<file path="src/rtl/zacore_common.sv">
// Shared types for the zacore memory subsystem: arbiter FSM states and
// the latched memory request payload.
package zacore_common;

    typedef enum logic [1:0] {
        IDLE       = 2'd0,
        GNT_FETCH  = 2'd1,
        GNT_LSU    = 2'd2,
        FLUSH_WAIT = 2'd3
    } mem_arb_state_t;

    typedef struct packed {
        logic        we;
        logic [3:0]  be;
        logic [31:0] addr;
        logic [31:0] wdata;
    } mem_req_t;

endpackage

</file>
<file path="src/rtl/zacore_mem_arbiter.sv">
// Two-requester (instruction fetch / LSU) arbiter onto a single memory port.
// LSU has priority but is limited to MAX_LSU_BURST consecutive grants while fetch waits.
module zacore_mem_arbiter
    import zacore_common::*;
#(
    parameter int MAX_LSU_BURST = 4
) (
    input  logic        i_clk,
    input  logic        i_rst,

    input  logic        i_fetch_req,
    input  logic [31:0] i_fetch_addr,
    input  logic        i_fetch_flush,
    output logic        o_fetch_ack,
    output logic [31:0] o_fetch_data,

    input  logic        i_lsu_req,
    input  logic        i_lsu_we,
    input  logic [3:0]  i_lsu_be,
    input  logic [31:0] i_lsu_addr,
    input  logic [31:0] i_lsu_wdata,
    output logic        o_lsu_ack,
    output logic [31:0] o_lsu_rdata,

    output logic        o_mem_req,
    output logic        o_mem_we,
    output logic [3:0]  o_mem_be,
    output logic [31:0] o_mem_addr,
    output logic [31:0] o_mem_wdata,
    input  logic        i_mem_ack,
    input  logic [31:0] i_mem_rdata
);

    localparam logic [3:0] BURST_MAX = 4'(MAX_LSU_BURST);

    mem_arb_state_t state_q;
    mem_arb_state_t state_d;
    mem_req_t       payload_q;
    logic [3:0]     lsu_streak;

    logic fetch_ok;
    logic grant_lsu;
    logic grant_fetch;

    always_comb begin
        fetch_ok    = i_fetch_req && !i_fetch_flush;
        grant_lsu   = i_lsu_req && (!fetch_ok || (lsu_streak < BURST_MAX));
        grant_fetch = fetch_ok && !grant_lsu;

        state_d = state_q;
        unique case (state_q)
            IDLE: begin
                if (grant_lsu)
                    state_d = GNT_LSU;
                else if (grant_fetch)
                    state_d = GNT_FETCH;
            end
            GNT_LSU: begin
                if (i_mem_ack)
                    state_d = IDLE;
            end
            GNT_FETCH: begin
                if (i_mem_ack)
                    state_d = IDLE;
                else if (i_fetch_flush)
                    state_d = FLUSH_WAIT;
            end
            FLUSH_WAIT: begin
                if (i_mem_ack)
                    state_d = IDLE;
            end
            default: state_d = IDLE;
        endcase
    end

    always_ff @(posedge i_clk) begin
        if (!i_rst) begin
            state_q    <= IDLE;
            payload_q  <= '0;
            lsu_streak <= '0;
        end else begin
            state_q <= state_d;
            if (state_q == IDLE) begin
                if (grant_lsu) begin
                    payload_q <= '{we: i_lsu_we, be: i_lsu_be,
                                   addr: i_lsu_addr, wdata: i_lsu_wdata};
                    if (i_fetch_req && (lsu_streak < BURST_MAX))
                        lsu_streak <= lsu_streak + 4'd1;
                end else if (grant_fetch) begin
                    payload_q  <= '{we: 1'b0, be: 4'hF,
                                    addr: i_fetch_addr, wdata: '0};
                    lsu_streak <= '0;
                end
            end
        end
    end

    // Acks are also held off while reset is asserted so an abandoned
    // transaction can never complete to its requester.
    always_comb begin
        o_mem_req    = 1'b0;
        o_mem_we     = 1'b0;
        o_mem_be     = '0;
        o_mem_addr   = '0;
        o_mem_wdata  = '0;
        o_fetch_ack  = 1'b0;
        o_fetch_data = '0;
        o_lsu_ack    = 1'b0;
        o_lsu_rdata  = '0;

        if (state_q != IDLE) begin
            o_mem_req   = 1'b1;
            o_mem_we    = payload_q.we;
            o_mem_be    = payload_q.be;
            o_mem_addr  = payload_q.addr;
            o_mem_wdata = payload_q.wdata;
        end

        if (i_rst && i_mem_ack) begin
            if (state_q == GNT_LSU) begin
                o_lsu_ack   = 1'b1;
                o_lsu_rdata = i_mem_rdata;
            end else if (state_q == GNT_FETCH && !i_fetch_flush) begin
                o_fetch_ack  = 1'b1;
                o_fetch_data = i_mem_rdata;
            end
        end
    end

endmodule

</file>
<file path="config.mk">
export PLATFORM = sky130hd
export DESIGN_NAME = zacore_mem_arbiter
export DESIGN_NICKNAME = d
export VERILOG_FILES = /design/src/rtl/zacore_common.sv /design/src/rtl/zacore_mem_arbiter.sv
export SDC_FILE = /design/constraint.sdc
export NUM_CORES = 1
export LEC_CHECK = 0
export ABC_AREA = 1
export BUFFER_PORTS_ARGS = -buffer_cell sky130_fd_sc_hd__buf_2
export CORE_AREA = 2 2 106 108
export DETAILED_ROUTE_END_ITERATION = 7
export DIE_AREA = 0 0 108 110
export GPL_ROUTABILITY_DRIVEN = 0
export GPL_TIMING_DRIVEN = 0
export HOLD_SLACK_MARGIN = 0.08
export PLACE_DENSITY = 0.76
export SETUP_SLACK_MARGIN = 0.1
export SLEW_MARGIN = 20
export SYNTH_ARGS = -nofsm -noshare
export SYNTH_HDL_FRONTEND = slang
export SYNTH_SLANG_ARGS = --single-unit
</file>
<file path="constraint.sdc">
create_clock -name i_clk -period 1.6 [get_ports i_clk]
set_input_delay 0.24 -clock i_clk [delete_from_list [all_inputs] [get_ports i_clk]]
set_output_delay 0.24 -clock i_clk [all_outputs]
set_load 0.1 [all_outputs]
</file>
==> impl_metrics.toml, run 1 <==
[global_routing]
grt_overflow = 422
grt_max_degree = 15
grtUsageTotal_pct = 86.9

[cts]
ctsRootBufferMaster = "clkbuf_8"
cts_buffers = 9
h-tree-depth = 3
cts_max_path_buffers = 2
clock-sinks = 75

[place]
placed_area_mm2 = 0.00706
hpwl_um = 11500
port_buffers = 272
place_inst = 1134

[synthesis]
synth.area.top_cells = "dfxtp_1 (35%), nor2_1 (13%), nand2_1 (13%)"
ys_warn_count = 0
netlist_instances = 722
synth_nets = 862
synth_top_area_cell = "dfxtp_1"
ys_seq_area_share_pct = 35.0
avgSynthCellArea_um2 = 5.93
syn_area_mm2 = 0.00428
yosysUniqueCellTypes = 23
ys_ff_latch = 75
synth_top_area_share_pct = 35.0

[status]
error = "[ERROR GRT-0232] Routing congestion too high. Check the congestion heatmap in the GUI."
stop_stage = "5_1_grt"
status = "did not finish"

[floorplanning]
ios = 275
die_w_um = 108
die_h_um = 110
start_util_pct = 40.0
num_rows = 38

[timing]
worst_path_end_type = "top-level output"
crit_endpoint = "o_mem_req"
-- cells by family after synthesis --
logic type / synth area share (%)
and+or+nand+nor: 36.2
AOI/OAI and AO/OA: 9.46
adders and majority gates: 0.292
DFF: 35.0
buffers and inverters: 19.0
-- timing repair --
| action | 4_1_cts |
|---|---|
| hold buffers | 0 |
| pin swaps | 4 |
| setup buffers | 5 |
| setup endpoints to repair | 196 |
| resized for setup | 446 |
| gates cloned | 4 |
-- per-stage QoR --
stage,TNS (ps),utilization (%),hold slack [ps],setup WS [ps]
after detailed placement,-9460,66.0,429,-202
after global placement,-8330,66.0,429,-178
after CTS,-28140,84.7,93.2,-258
after floorplan,-43240,-,375,-800
-- cell usage after synthesis --
cell type    n
buf_2       13
inv_1      146
o21ai_0      5
nand2_4      1
buf_6        7
nand3_1     72
nor2_4       1
buf_1        2
o211ai_1     1
buf_4        5
ha_1         1
nor3_1       1
nand2_1    148
dfxtp_1     75
clkbuf_1    19
inv_2        1
a21oi_2     10
nor2_1     153
nand3_4      1
clkinv_1     1
nand2_2      1
a21oi_1     57
nand3b_1     1
-- layer usage --
| metal | track usage, % | overflow |
|---|---|---|
| met5 | 16.5 | 0 |
| met4 | 101 | 145 |
| met3 | 69.7 | 8 |
| met2 | 109 | 264 |
| met1 | 79.7 | 5 |
==> inputs of run 2 (changes only) <==
--- a/config.mk
+++ b/config.mk
@@ -7,14 +7,12 @@
 export LEC_CHECK = 0
 export ABC_AREA = 1
 export BUFFER_PORTS_ARGS = -buffer_cell sky130_fd_sc_hd__buf_2
-export CORE_AREA = 2 2 106 108
+export CORE_AREA = 2 2 107 109
 export DETAILED_ROUTE_END_ITERATION = 7
-export DIE_AREA = 0 0 108 110
+export DIE_AREA = 0 0 109 111
 export GPL_ROUTABILITY_DRIVEN = 0
 export GPL_TIMING_DRIVEN = 0
-export HOLD_SLACK_MARGIN = 0.08
-export PLACE_DENSITY = 0.76
-export SETUP_SLACK_MARGIN = 0.1
+export PLACE_DENSITY_LB_ADDON = 0.15
 export SLEW_MARGIN = 20
 export SYNTH_ARGS = -nofsm -noshare
 export SYNTH_HDL_FRONTEND = slang
==> run 2 against run 1 <==
  * The flow now finishes, with violations (negative setup slack)
  * Synthesized cell count did not move
  * Area after synthesis did not move
==> impl_metrics.toml, run 2 <==
[status]
status = "complete, but fails checks"
failed_checks = "negative setup slack"

[layout]
final_cell_area_mm2 = 0.0103
fin_cells = 1179
mostFrequentLayoutCell = "buf_12"
final_cell_mix = "buf_12 (147), inv_1 (142), buf_2 (137)"
top_regs = "payload_q: 69 flops, lsu_streak: 4 flops, state_q: 2 flops"
n_fill_cell = 328
fin_nets = 1170
area_growth_pct = 141
largest_register_ffs = 69
final_util_pct = 93.2
final_layout_size_suffix_gt1_share_pct = 54.2
regMostFlops = "payload_q"

[synthesis]
ys_warn_count = 0
synthFlopType = "dfxtp_1"
synth_top_area_share_pct = 35.0
ys_seq_area_share_pct = 35.0
yosysMostFrequentCell = "nor2_1"
synth_nets = 862
synth-edff-count = 0
ys_ff_latch = 75
synthTopCellsByCount = "nor2_1 (153), nand2_1 (148), inv_1 (146), dfxtp_1 (75), nand3_1 (72)"
yosysUniqueCellTypes = 23
synth_top_area_cell = "dfxtp_1"
avgSynthCellArea_um2 = 5.93
netlist_instances = 722
synth.area.top_cells = "dfxtp_1 (35%), nor2_1 (13%), nand2_1 (13%)"
async_flop_share_pct = 0
syn_area_mm2 = 0.00428

[pwr]
p_comb_share_pct = 62.8
swShare_pct = 49.1
peakVddDrop_uv = 836
p_int_mw = 6.03
sequentialPowerShare_pct = 20.1
switchingPower_mw = 5.81
p_leak_nw = 4.52
power_mw = 11.8
p_per_area_mw_per_mm2 = 1150
clkPwrFrac_pct = 17.1

[routing]
dr_total_vias = 6734
wl_met1_um = 9430
drc_errors = 0
vias_per_cell = 5.71
met3_length_um = 3270
dr.pass1.iters = 6
wl_per_cell_um = 24.5
drt_iter0_markers = 726
wl_um = 28900
dr.max_layer_used = "met5"
ant_nets = 0
detailroute.wirelength.met2_um = 13700

[global_routing]
grt_max_degree = 16
grtUsageTotal_pct = 34.0
grt_overflow = 0
grt_pass1_wl_um = 31900
grt_pass1_vias = 5903
grt_antenna_before_repair = 3

[cts]
h-tree-depth = 3
cts_buffers = 9
cts_tree = "yes"
cts.hold.buffers_added = 0
path_clk_slew_ps = 80
clock-sinks = 75
ctsRootBufferMaster = "clkbuf_16"
cts_max_path_buffers = 2
clk_latency_ps = 340

[timing]
hold_slack_ps = 156
worst_pin_slew_ps = 1080
period_share_pct = 120
relSlewSlack_pct = 27.9
final_hold_viol_count = 0
setup_ws_ps = -318
setup_viol_count_final = 200
clock_skew_ps = 10.3
finalSetupTns_ps = -31900
period_minus_slack_ps = 1920
final_max_slew_viol_count = 0
rsz0062_at_grt = "true"
fmax_ghz = 0.521

[floorplanning]
coreArea_mm2 = 0.0111
num_rows = 39
die_w_um = 109
ios = 275
die_h_um = 111
start_util_pct = 38.7
dieArea_mm2 = 0.0121

[worst_setup_path]
path_max_fanout = 7
r2r_setup_slack_ps = -260
crit_type = "flop to output pin"
slowest_stage = "dfxtp_4"
cp_data_required_time_ps = 1360
crit_family = "buffers and inverters"
worst_path_most_repeated_cell = "nor2_4"
crit_chain = "inv_4 > nand3_4 > nor2_4 > inv_6 > clkbuf_16 > nor2_4 > buf_12"
cp-end-kind = "output pin"
critPathLaunchType = "flop"
crit_arrival_ps = 1680
critical_path.max_stage_delay_ps = 370
critPathBufInv = 4

[place]
place_inst = 1137
hpwl_um = 11100
placed_area_mm2 = 0.00701
port_buffers = 272
place_worst_setup_slack_ps = -183

[min_path]
hold_class = "input port to flop"

[run]
drv_cap = 0
## run 2: cell counts after synthesis
Identical to the previous run, type by type.
## run 2: worst min-delay path: stages
cell and delay [ps]:
buf_2 100, nand2_1 50, a21oi_1 60
## run 2: logic make-up (layout without fill, tap and decap cells)
logic type / after synthesis / in the layout / synth area share [%]
and+or+nand+nor: 379 / 379 / 36.2
adders and majority gates: 1 / 1 / 0.292
DFF: 75 / 75 / 35.0
AOI/OAI and AO/OA: 73 / 73 / 9.46
other: 0 / 1 / 0
buffers and inverters: 194 / 507 / 19.0
## run 2: path summary, 6_finish.rpt
path | from | end | cells past startpoint
max | state_q[1] | o_fetch_data[21] | 7
min reg2reg | payload_q[5] | payload_q[5] | 2
min | i_lsu_wdata[1] | payload_q[1] | 3
max reg2reg | state_q[0] | lsu_streak[2] | 10
## run 2: timing repair
item                       in CTS  in global routing
gates resized for setup       550                142
setup endpoints to repair     149                200
buffers inserted                3                  5
cloned                          7                 11
pin swaps                       7                 31
## run 2: layout make-up
| cell class | count | area [µm²] | area share, % |
|---|---|---|---|
| repair buffers | 297 | 3870 | 37.5 |
| clock inverters | 7 | 57.6 | 0.557 |
| flip-flops and latches | 75 | 1510 | 14.6 |
| clock buffers | 9 | 225 | 2.18 |
| multi-input cells | 453 | 3280 | 31.8 |
| well taps | 143 | 179 | 1.73 |
| inverters | 148 | 587 | 5.68 |
| plain buffers | 46 | 616 | 5.96 |
| diodes | 1 | 2.50 | 0.0242 |
## run 2: metal layers
metal / global-route usage (%) / vias up
met5: 0 / -
met4: 16.6 / 4
met3: 9.64 / 224
met2: 58.8 / 576
met1: 37.5 / 3157
li1: - / 2773
## run 2: power by group through the flow
| stage | Clock, mW | Sequential, mW | Combinational (mW) |
|---|---|---|---|
| floorplan | 0 | 2.28 | 3.98 |
| global placement | 0 | 2.30 | 4.70 |
| detailed placement | 0 | 2.31 | 4.72 |
| CTS | 1.96 | 2.27 | 6.10 |
| global route | 2.09 | 2.38 | 7.63 |
| finish | 2.02 | 2.38 | 7.44 |
Power figures use the tool's default switching activity.
==> inputs of run 3 (changes only) <==
--- a/config.mk
+++ b/config.mk
@@ -12,7 +12,7 @@
 export DIE_AREA = 0 0 109 111
 export GPL_ROUTABILITY_DRIVEN = 0
 export GPL_TIMING_DRIVEN = 0
-export PLACE_DENSITY_LB_ADDON = 0.15
+export PLACE_DENSITY = 0.75
 export SLEW_MARGIN = 20
 export SYNTH_ARGS = -nofsm -noshare
 export SYNTH_HDL_FRONTEND = slang
==> run 3 against run 2 <==
  * The run now fails in 5_1_grt
  * Synthesized cell count is the same
  * Area after synthesis is the same
==> impl_metrics.toml, run 3 <==
[status]
status = "did not finish"
error = "[ERROR DPL-0038] Utilization greater than 100%, impossible to legalize"
stop_stage = "5_1_grt"

[synthesis]
synth.area.top_cells = "dfxtp_1 (35%), nor2_1 (13%), nand2_1 (13%)"
synth_top_area_cell = "dfxtp_1"
synthTopCellsByCount = "nor2_1 (153), nand2_1 (148), inv_1 (146), dfxtp_1 (75), nand3_1 (72)"
avgSynthCellArea_um2 = 5.93
ys_warn_count = 0
ys_seq_area_share_pct = 35.0
syn_area_mm2 = 0.00428
synth_top_area_share_pct = 35.0
ys_ff_latch = 75
async_flop_share_pct = 0
yosysUniqueCellTypes = 23
synth_nets = 862
yosysMostFrequentCell = "nor2_1"
netlist_instances = 722
synth-edff-count = 0
synthFlopType = "dfxtp_1"

[place]
place_worst_setup_slack_ps = -185
port_buffers = 272
hpwl_um = 11200

[floorplanning]
num_rows = 39
die_h_um = 111
die_w_um = 109
start_util_pct = 38.7
ios = 275

[cts]
cts_max_path_buffers = 2
h-tree-depth = 3
cts_buffers = 9
ctsRootBufferMaster = "clkbuf_16"
clock-sinks = 75

[timing]
crit_endpoint = "o_fetch_data[22]"
worst_path_end_type = "top-level output"

[global_routing]
grt_max_degree = 14
==> run 3: cell counts after synthesis <==
No cell type changed its count.
==> run 3: logic make-up after synthesis <==
family          count (synthesis)  synth area share, %
buf+inv                       194                 19.0
flops                          75                 35.0
compound gates                 73                 9.46
fa+ha+maj                       1                0.292
simple gates                  379                 36.2
==> run 3: what timing repair did <==
item                       CTS
cloned                       9
hold buffers                 0
setup endpoints to repair  136
pin swaps                   10
buffers inserted             7
gates resized for setup    526
==> run 3: per-stage QoR <==
stage | cell area (µm²) | std cells | util [%] | TNS [ps]
CTS | 9580 | 1169 | 86.5 | -18620
detailed placement | 7010 | 1137 | 63.3 | -12770
global placement | 7010 | 1137 | 63.3 | -11540
floorplan | 5470 | 722 | - | -43310
